[config.mk]
export PLATFORM = sky130hd
export DESIGN_NAME = pc_fetch_unit
export DESIGN_NICKNAME = d
export VERILOG_FILES = /design/src/rtl/pc_fetch_unit.sv
export SDC_FILE = /design/constraint.sdc
export NUM_CORES = 1
export LEC_CHECK = 0
export CORE_ASPECT_RATIO = 0.8
export CORE_MARGIN = 2
export CORE_UTILIZATION = 40
export DETAILED_ROUTE_END_ITERATION = 7
export GPL_ROUTABILITY_DRIVEN = 0
export GPL_TIMING_DRIVEN = 0
export PLACE_DENSITY = 0.79
export SYNTH_ARGS = -nofsm -noshare
export SYNTH_HDL_FRONTEND = slang
export SYNTH_SLANG_ARGS = --single-unit
export TNS_END_PERCENT = 5
[constraint.sdc]
create_clock -name clk -period 2.76 [get_ports clk]
set_input_delay 0.276 -clock clk [delete_from_list [all_inputs] [get_ports clk]]
set_output_delay 0.276 -clock clk [all_outputs]
set_load 0.05 [all_outputs]
[src/rtl/pc_fetch_unit.sv]
// Fetch front end: holds the architectural PC, fetches over a valid/ready IM port and hands words to decode.
// Optional FETCH_ALIGN_CHK_EN: misaligned next-PC traps into a sticky fault state.
module pc_fetch_unit #(
    parameter logic [31:0] RESET_PC = 32'h0000_3000
) (
    input  logic        clk,
    input  logic        rst,
    input  logic [31:0] npc,
    input  logic        npc_load,
    output logic [31:0] pc,
    output logic        imem_req_valid,
    input  logic        imem_req_ready,
    output logic [31:0] imem_addr,
    input  logic        imem_rsp_valid,
    input  logic [31:0] imem_rsp_data,
    output logic        inst_valid,
    input  logic        inst_ready,
    output logic [31:0] inst,
    output logic [31:0] fetch_cnt,
    output logic        fetch_fault
);

    typedef enum logic [2:0] {
        S_REQ,
        S_WAIT,
        S_HOLD,
        S_EXEC
`ifdef FETCH_ALIGN_CHK_EN
        , S_FAULT
`endif
    } state_t;

    state_t state;
    logic   load_now;

    // npc is only taken when the held instruction has retired (hand-off done or in execute)
    assign load_now  = npc_load && ((state == S_HOLD && inst_ready) || state == S_EXEC);
    assign imem_addr = {pc[31:2], 2'b00};

    always_ff @(posedge clk) begin
        if (rst) begin
            state          <= S_REQ;
            pc             <= RESET_PC;
            inst           <= 32'h0;
            inst_valid     <= 1'b0;
            imem_req_valid <= 1'b1;
            fetch_cnt      <= 32'h0;
            fetch_fault    <= 1'b0;
        end else begin
            case (state)
                S_REQ: begin
                    if (imem_req_ready) begin
                        state          <= S_WAIT;
                        imem_req_valid <= 1'b0;
                    end
                end
                S_WAIT: begin
                    if (imem_rsp_valid) begin
                        inst       <= imem_rsp_data;
                        inst_valid <= 1'b1;
                        state      <= S_HOLD;
                    end
                end
                S_HOLD: begin
                    if (inst_ready) begin
                        fetch_cnt  <= fetch_cnt + 32'd1;
                        inst_valid <= 1'b0;
                        state      <= S_EXEC;
                    end
                end
                default: ;
            endcase

            // Overrides the S_HOLD -> S_EXEC step when retire coincides with the hand-off
            if (load_now) begin
                pc <= npc;
`ifdef FETCH_ALIGN_CHK_EN
                if (npc[1:0] != 2'b00) begin
                    state       <= S_FAULT;
                    fetch_fault <= 1'b1;
                end else
`endif
                begin
                    state          <= S_REQ;
                    imem_req_valid <= 1'b1;
                end
            end
        end
    end

endmodule
## After elaboration in Yosys (flattened, before gate mapping)

Index checks and enable logic that the tools add are counted.
W data, S select, Z words.

| storage, ports and cells | value |
|---|---|
| output and inout bits | 131 |
| register bits after elaboration | 101 |
| input port bits | 70 |

| operators by class | value |
|---|---|
| muxes and demuxes | 7 |
| equality and inequality tests | 6 |
| reduce and logical (&&, ||, !) cells | 12 |
| $add $sub $neg | 1 |

Operators by type and width:

| operator | count |
|---|---|
| $add A32 B1 Y32 const B | 1 |
| $mux W3 | 3 |
| $pmux W3 S3 | 1 |
| $eq A3 B2 Y1 const B | 2 |
| $ne A2 B2 Y1 const B | 3 |
| $reduce_and A2 Y1 | 3 |
| $reduce_and A4 Y1 | 1 |
| $eq A3 B1 Y1 const B | 1 |
| $logic_not A3 Y1 | 1 |
| $reduce_and A3 Y1 | 1 |
| $reduce_bool A3 Y1 | 1 |
| $logic_and A1 B1 Y1 | 2 |
| $mux W1 | 2 |
| $pmux W1 S2 | 1 |
| $reduce_bool A2 Y1 | 1 |
| $reduce_or A2 Y1 | 1 |
| $logic_or A1 B1 Y1 | 1 |

## Longest topological paths before layout

Gate-level depths: netlist of run 1.

| depth | value |
|---|---|
| word-level depth | 5 |
| gate-level depth with buffers | 9 |

## Least setup slack after synthesis of run 1

Ideal clock, no wire load.

| timing | value |
|---|---|
| path kind | register to register |
| start point | reg fetch_cnt[0] |
| end point | reg fetch_cnt[22] |
| data required time | 2.690 ns |
| data arrival time | 2.316 ns |
| period minus slack after synthesis | 2.386 ns |
| setup time | 0.070 ns |
| stages on the path, launching flop included | 7 |
| setup slack | 0.374 ns |
| cell sequence | dfxtp_1 -> ha_1 -> nand3_1 -> or4_1 -> buf_2 -> or4_1 -> a21oi_1 |

| between the ends | value |
|---|---|
| cells in the longest elaborated chain, start to end | 1 |

Ends and longest elaborated chain:

| item | RTL line | RTL |
|---|---|---|
| start: declaration | 19 | `output logic [31:0] fetch_cnt,` |
| start signal: assignment | 66 | `fetch_cnt <= fetch_cnt + 32'd1;` |
| $add A32 B1 Y32 | 66 |  |

No other way between the ends.
A chain may end at the register's enable or synchronous reset.

## Final worst setup path of run 1

| timing | value |
|---|---|
| start point | reg state[0] |
| end point | reg fetch_cnt[31] |

| between the ends | value |
|---|---|
| cells in the longest elaborated chain, start to end | 2 |

Ends and longest elaborated chain:

| item | RTL line | RTL |
|---|---|---|
| start: declaration | 33 | `state_t state;` |
| start signal: assignment | 42 | `state <= S_REQ;` |
| start signal: assignment | 53 | `state <= S_WAIT;` |
| start signal: assignment | 61 | `state <= S_HOLD;` |
| $eq A3 B2 Y1 | 50 | `case (state)` |
| $reduce_and A2 Y1 (no line) | -- |  |

No other way between the ends.

==> reports/qor.yml, run 1 <==
power:
  p_leak_nw: 2.29
  finalPower_mw: 4.41
  ir_drop_uv: 361
  p_per_area_mw_per_mm2: 667
flow_run:
  max-cap-violations: 0
critical_path:
  cpMaxStageDelayCell: "or4_1"
  crit_family: "simple AND/OR/NAND/NOR gates"
  worst-r2r-setup-slack_ps: 250
  r2r_end: "fetch_cnt[31]$_SDFFE_PP0P_"
  critPathCaptureType: "flop"
  cp_num_buf_inv: 2
  worst_ep_required_time_ps: 2980
  arrival_ps: 2730
  crit_type: "reg -> reg"
  max_stage_delay_ps: 500
  r2r_cells: 7
  crit_path_max_fanout: 10
  r2r-start: "state[0]$_SDFFE_PP0P_"
  path_cells: "inv_1 > ha_1 > nand4_1 > or4_1 > clkbuf_1 > nor4_1 > mux2_2"
  cp-start-kind: "flop"
clocking:
  cts_sinks: 100
  cts-root-buf: "clkbuf_16"
  cts_made_buffers: 9
  clockBufferDepth: 2
  h-tree-depth: 3
  clk_latency_ps: 330
  clkSlewWorstSetupHoldPaths_ps: 70
  tritoncts: "built"
  cts_setup_buffers: 0
sta:
  setup_viol: 0
  drv_slew: 0
  tightestPinTransition_ps: 586
  fin_crit_ps: 2510
  rsz0062_at_grt: "no"
  fmax_mhz: 399
  clock_skew_ps: 6.19
  hold_slack_ps: 455
  fin_crit_sh_pct: 90.9
  hold_viol_final: 0
  setup_tns_ps: 0
  relSlewSlack_pct: 60.9
min_path:
  hold_depth: 2
  hold_path_class: "reg -> reg"
  min_from: "inst[8]$_SDFFE_PP0P_"
  hold_end: "inst[8]$_SDFFE_PP0P_"
routing:
  dr.pass1.iters: 4
  antenna_left: 0
  drc_errors: 0
  wl_per_cell_um: 14.1
  drtIter0Drc: 195
  vias_per_cell: 4.93
  totalWireLength_um: 12300
  num_vias: 4297
floorplanning:
  die_w_um: 118
  rows: 33
  fp.coreArea_mm2: 0.0102
  die-area_mm2: 0.0113
  chipHeight_um: 95.3
  start_util_pct: 40.8
  pin_count: 201
placed_design:
  placed_cell_area_mm2: 0.00632
  dp_hpwl_um: 9540
  port_buffers: 197
yosys:
  synthTopCellsByArea: "dfxtp_1 48%, nand2_1 12%, a21oi_1 9.9%, buf_4 5.9%, or4_1 2.5%"
  synth_ff_type: "dfxtp_1"
  ys_warn_count: 0
  ys_seq_elements: 100
  ys_top_cells_by_count: "137 x nand2_1, 100 x dfxtp_1, 82 x a21oi_1, 33 x buf_4, 22 x clkbuf_1"
  ys_seq_area_share_pct: 48.1
  syn_area_per_cell_um2: 8.04
  yosysMostFrequentCell: "nand2_1"
  ys_types: 36
  synth_top_area_share_pct: 48.1
  synth-edff-count: 0
  yosys.area.top_type: "dfxtp_1"
  syn_inst: 518
  syn_area_mm2: 0.00417
  ys_async_sr_fraction_pct: 0
finish:
  fin_nets: 804
  syn_to_final_growth_pct: 58.9
  post-route-util_pct: 64.9
  seq_area_mm2: 0.00200
  fin_area_mm2: 0.00662
  diodes: 0
  multi_input_area_mm2: 0.00176
  final_layout_size_suffix_gt1_share_pct: 7.65
  fillerInstances: 862
global_routing:
  grt_max_degree: 17
  antenna_found_initial: 0
  grt_pass1_vias: 4090
  grt_overflow: 0
  grt_pass1_wl_um: 19400
  track_usage_pct: 21.4
status:
  status: "finished clean"
==> cell usage in the layout (no fill, tap or decap), types with 2 or more instances in the layout <==
master and instances:
inv_6 2, or4_1 14, nor4_1 3, buf_1 8, clkbuf_16 9, buf_4 33
dfxtp_1 100, clkbuf_1 21, buf_2 2, and2_1 2, xor2_1 2, nor3_1 6
xnor2_1 8, a21oi_1 82, mux2_2 2, nor2b_1 4, nand3b_1 2, nand4_1 7
mux2i_1 2, conb_1 3, clkdlybuf4s50_1 197, inv_1 11, o31ai_1 9, nand3_1 9
or3_1 10, o21ai_0 11, nand2_1 137, ha_1 6, nor2_1 15
==> flip-flops by register name, summed over array words and instances, names as in the netlist <==
signal	cells
inst_valid	1
inst	32
pc	32
fetch_cnt	32
imem_req_valid	1
state	2
==> logic make-up after synthesis <==
group | Yosys count | share of synthesized area, %
AO/OA/AOI/OAI | 107 | 13.7
multiplexers | 4 | 1.02
XOR/XNOR | 10 | 2.10
AND/OR/NAND/NOR | 214 | 23.3
flip-flops | 100 | 48.1
other | 1 | 0.0900
adder cells (fa/ha/maj) | 6 | 1.80
buffers and inverters | 76 | 9.88
==> worst max-delay path by stage <==
stage | start | to | slack (ps) | cells after the start
after floorplan | fetch_cnt[0]$_SDFFE_PP0P_ | fetch_cnt[22]$_SDFFE_PP0P_ | 370 | 6
after global placement | inst_ready | fetch_cnt[25]$_SDFFE_PP0P_ | 90 | 7
after detailed placement | inst_ready | fetch_cnt[29]$_SDFFE_PP0P_ | 50 | 7
after CTS | state[0]$_SDFFE_PP0P_ | fetch_cnt[29]$_SDFFE_PP0P_ | 230 | 8
after global routing | state[0]$_SDFFE_PP0P_ | fetch_cnt[25]$_SDFFE_PP0P_ | 40 | 8
final | state[0]$_SDFFE_PP0P_ | fetch_cnt[31]$_SDFFE_PP0P_ | 250 | 7
==> what timing repair did <==
item | 4_1_cts | 5_1_grt
hold endpoints to repair | 0 | 0
gates resized for setup | 0 | 2
hold buffers | 0 | 0
setup endpoints to repair | 0 | 1
==> metal layers <==
metal	share of wire, %	global-route usage (%)	wire (um)	vias up
met1	44	26.4	5420	1996
li1	-	-	-	2121
met3	6.6	5.38	808	10
met2	49	37.5	5980	170
met4	0.87	5.72	107	0
met5	0	0	0	-
==> per-stage QoR <==
stage,setup WS (ps),cells
floorplan,374,520
detailed placement,52.3,857
global placement,85.2,857
global route,40.2,872
finish,252,872
CTS,229,872
==> final cells by class <==
class,count,area share (%)
Sequential cell,100,30.2
Timing Repair Buffer,197,29.8
Multi-Input combinational cell,344,26.6
Buffer,65,5.61
Clock buffer,10,3.61
Tap cell,140,2.65
Clock inverter,5,0.907
Inverter,11,0.624
==> worst reg2reg max path: stages (launching register included) <==
cell and delay, ps:
dfxtp_1 350, inv_1 100, ha_1 260, nand4_1 220
or4_1 510, clkbuf_1 260, nor4_1 330, mux2_2 370
==> power breakdown <==
part / internal (mW) / switching, mW / leakage, nW / total (mW)
clock: 0.728 / 0.532 / 0.145 / 1.26
sequential: 1.58 / 0.0949 / 0.809 / 1.67
combinational: 0.535 / 0.946 / 1.33 / 1.48
total: 2.84 / 1.57 / 2.29 / 4.41
No activity file was read; power rests on OpenSTA's default activity.
==> run 2, diff against run 1 <==
--- a/constraint.sdc
+++ b/constraint.sdc
@@ -3,2 +3,2 @@
 set_output_delay 0.276 -clock clk [all_outputs]
-set_load 0.05 [all_outputs]
+set_load 0.02 [all_outputs]
==> results of run 2 <==
Same layout as run 1 (identical final DEF). Status: finished clean.
Main changes from that run: total power 4.41 mW -> 4.03 mW; worst IR drop on VDD 361 uV -> 320 uV
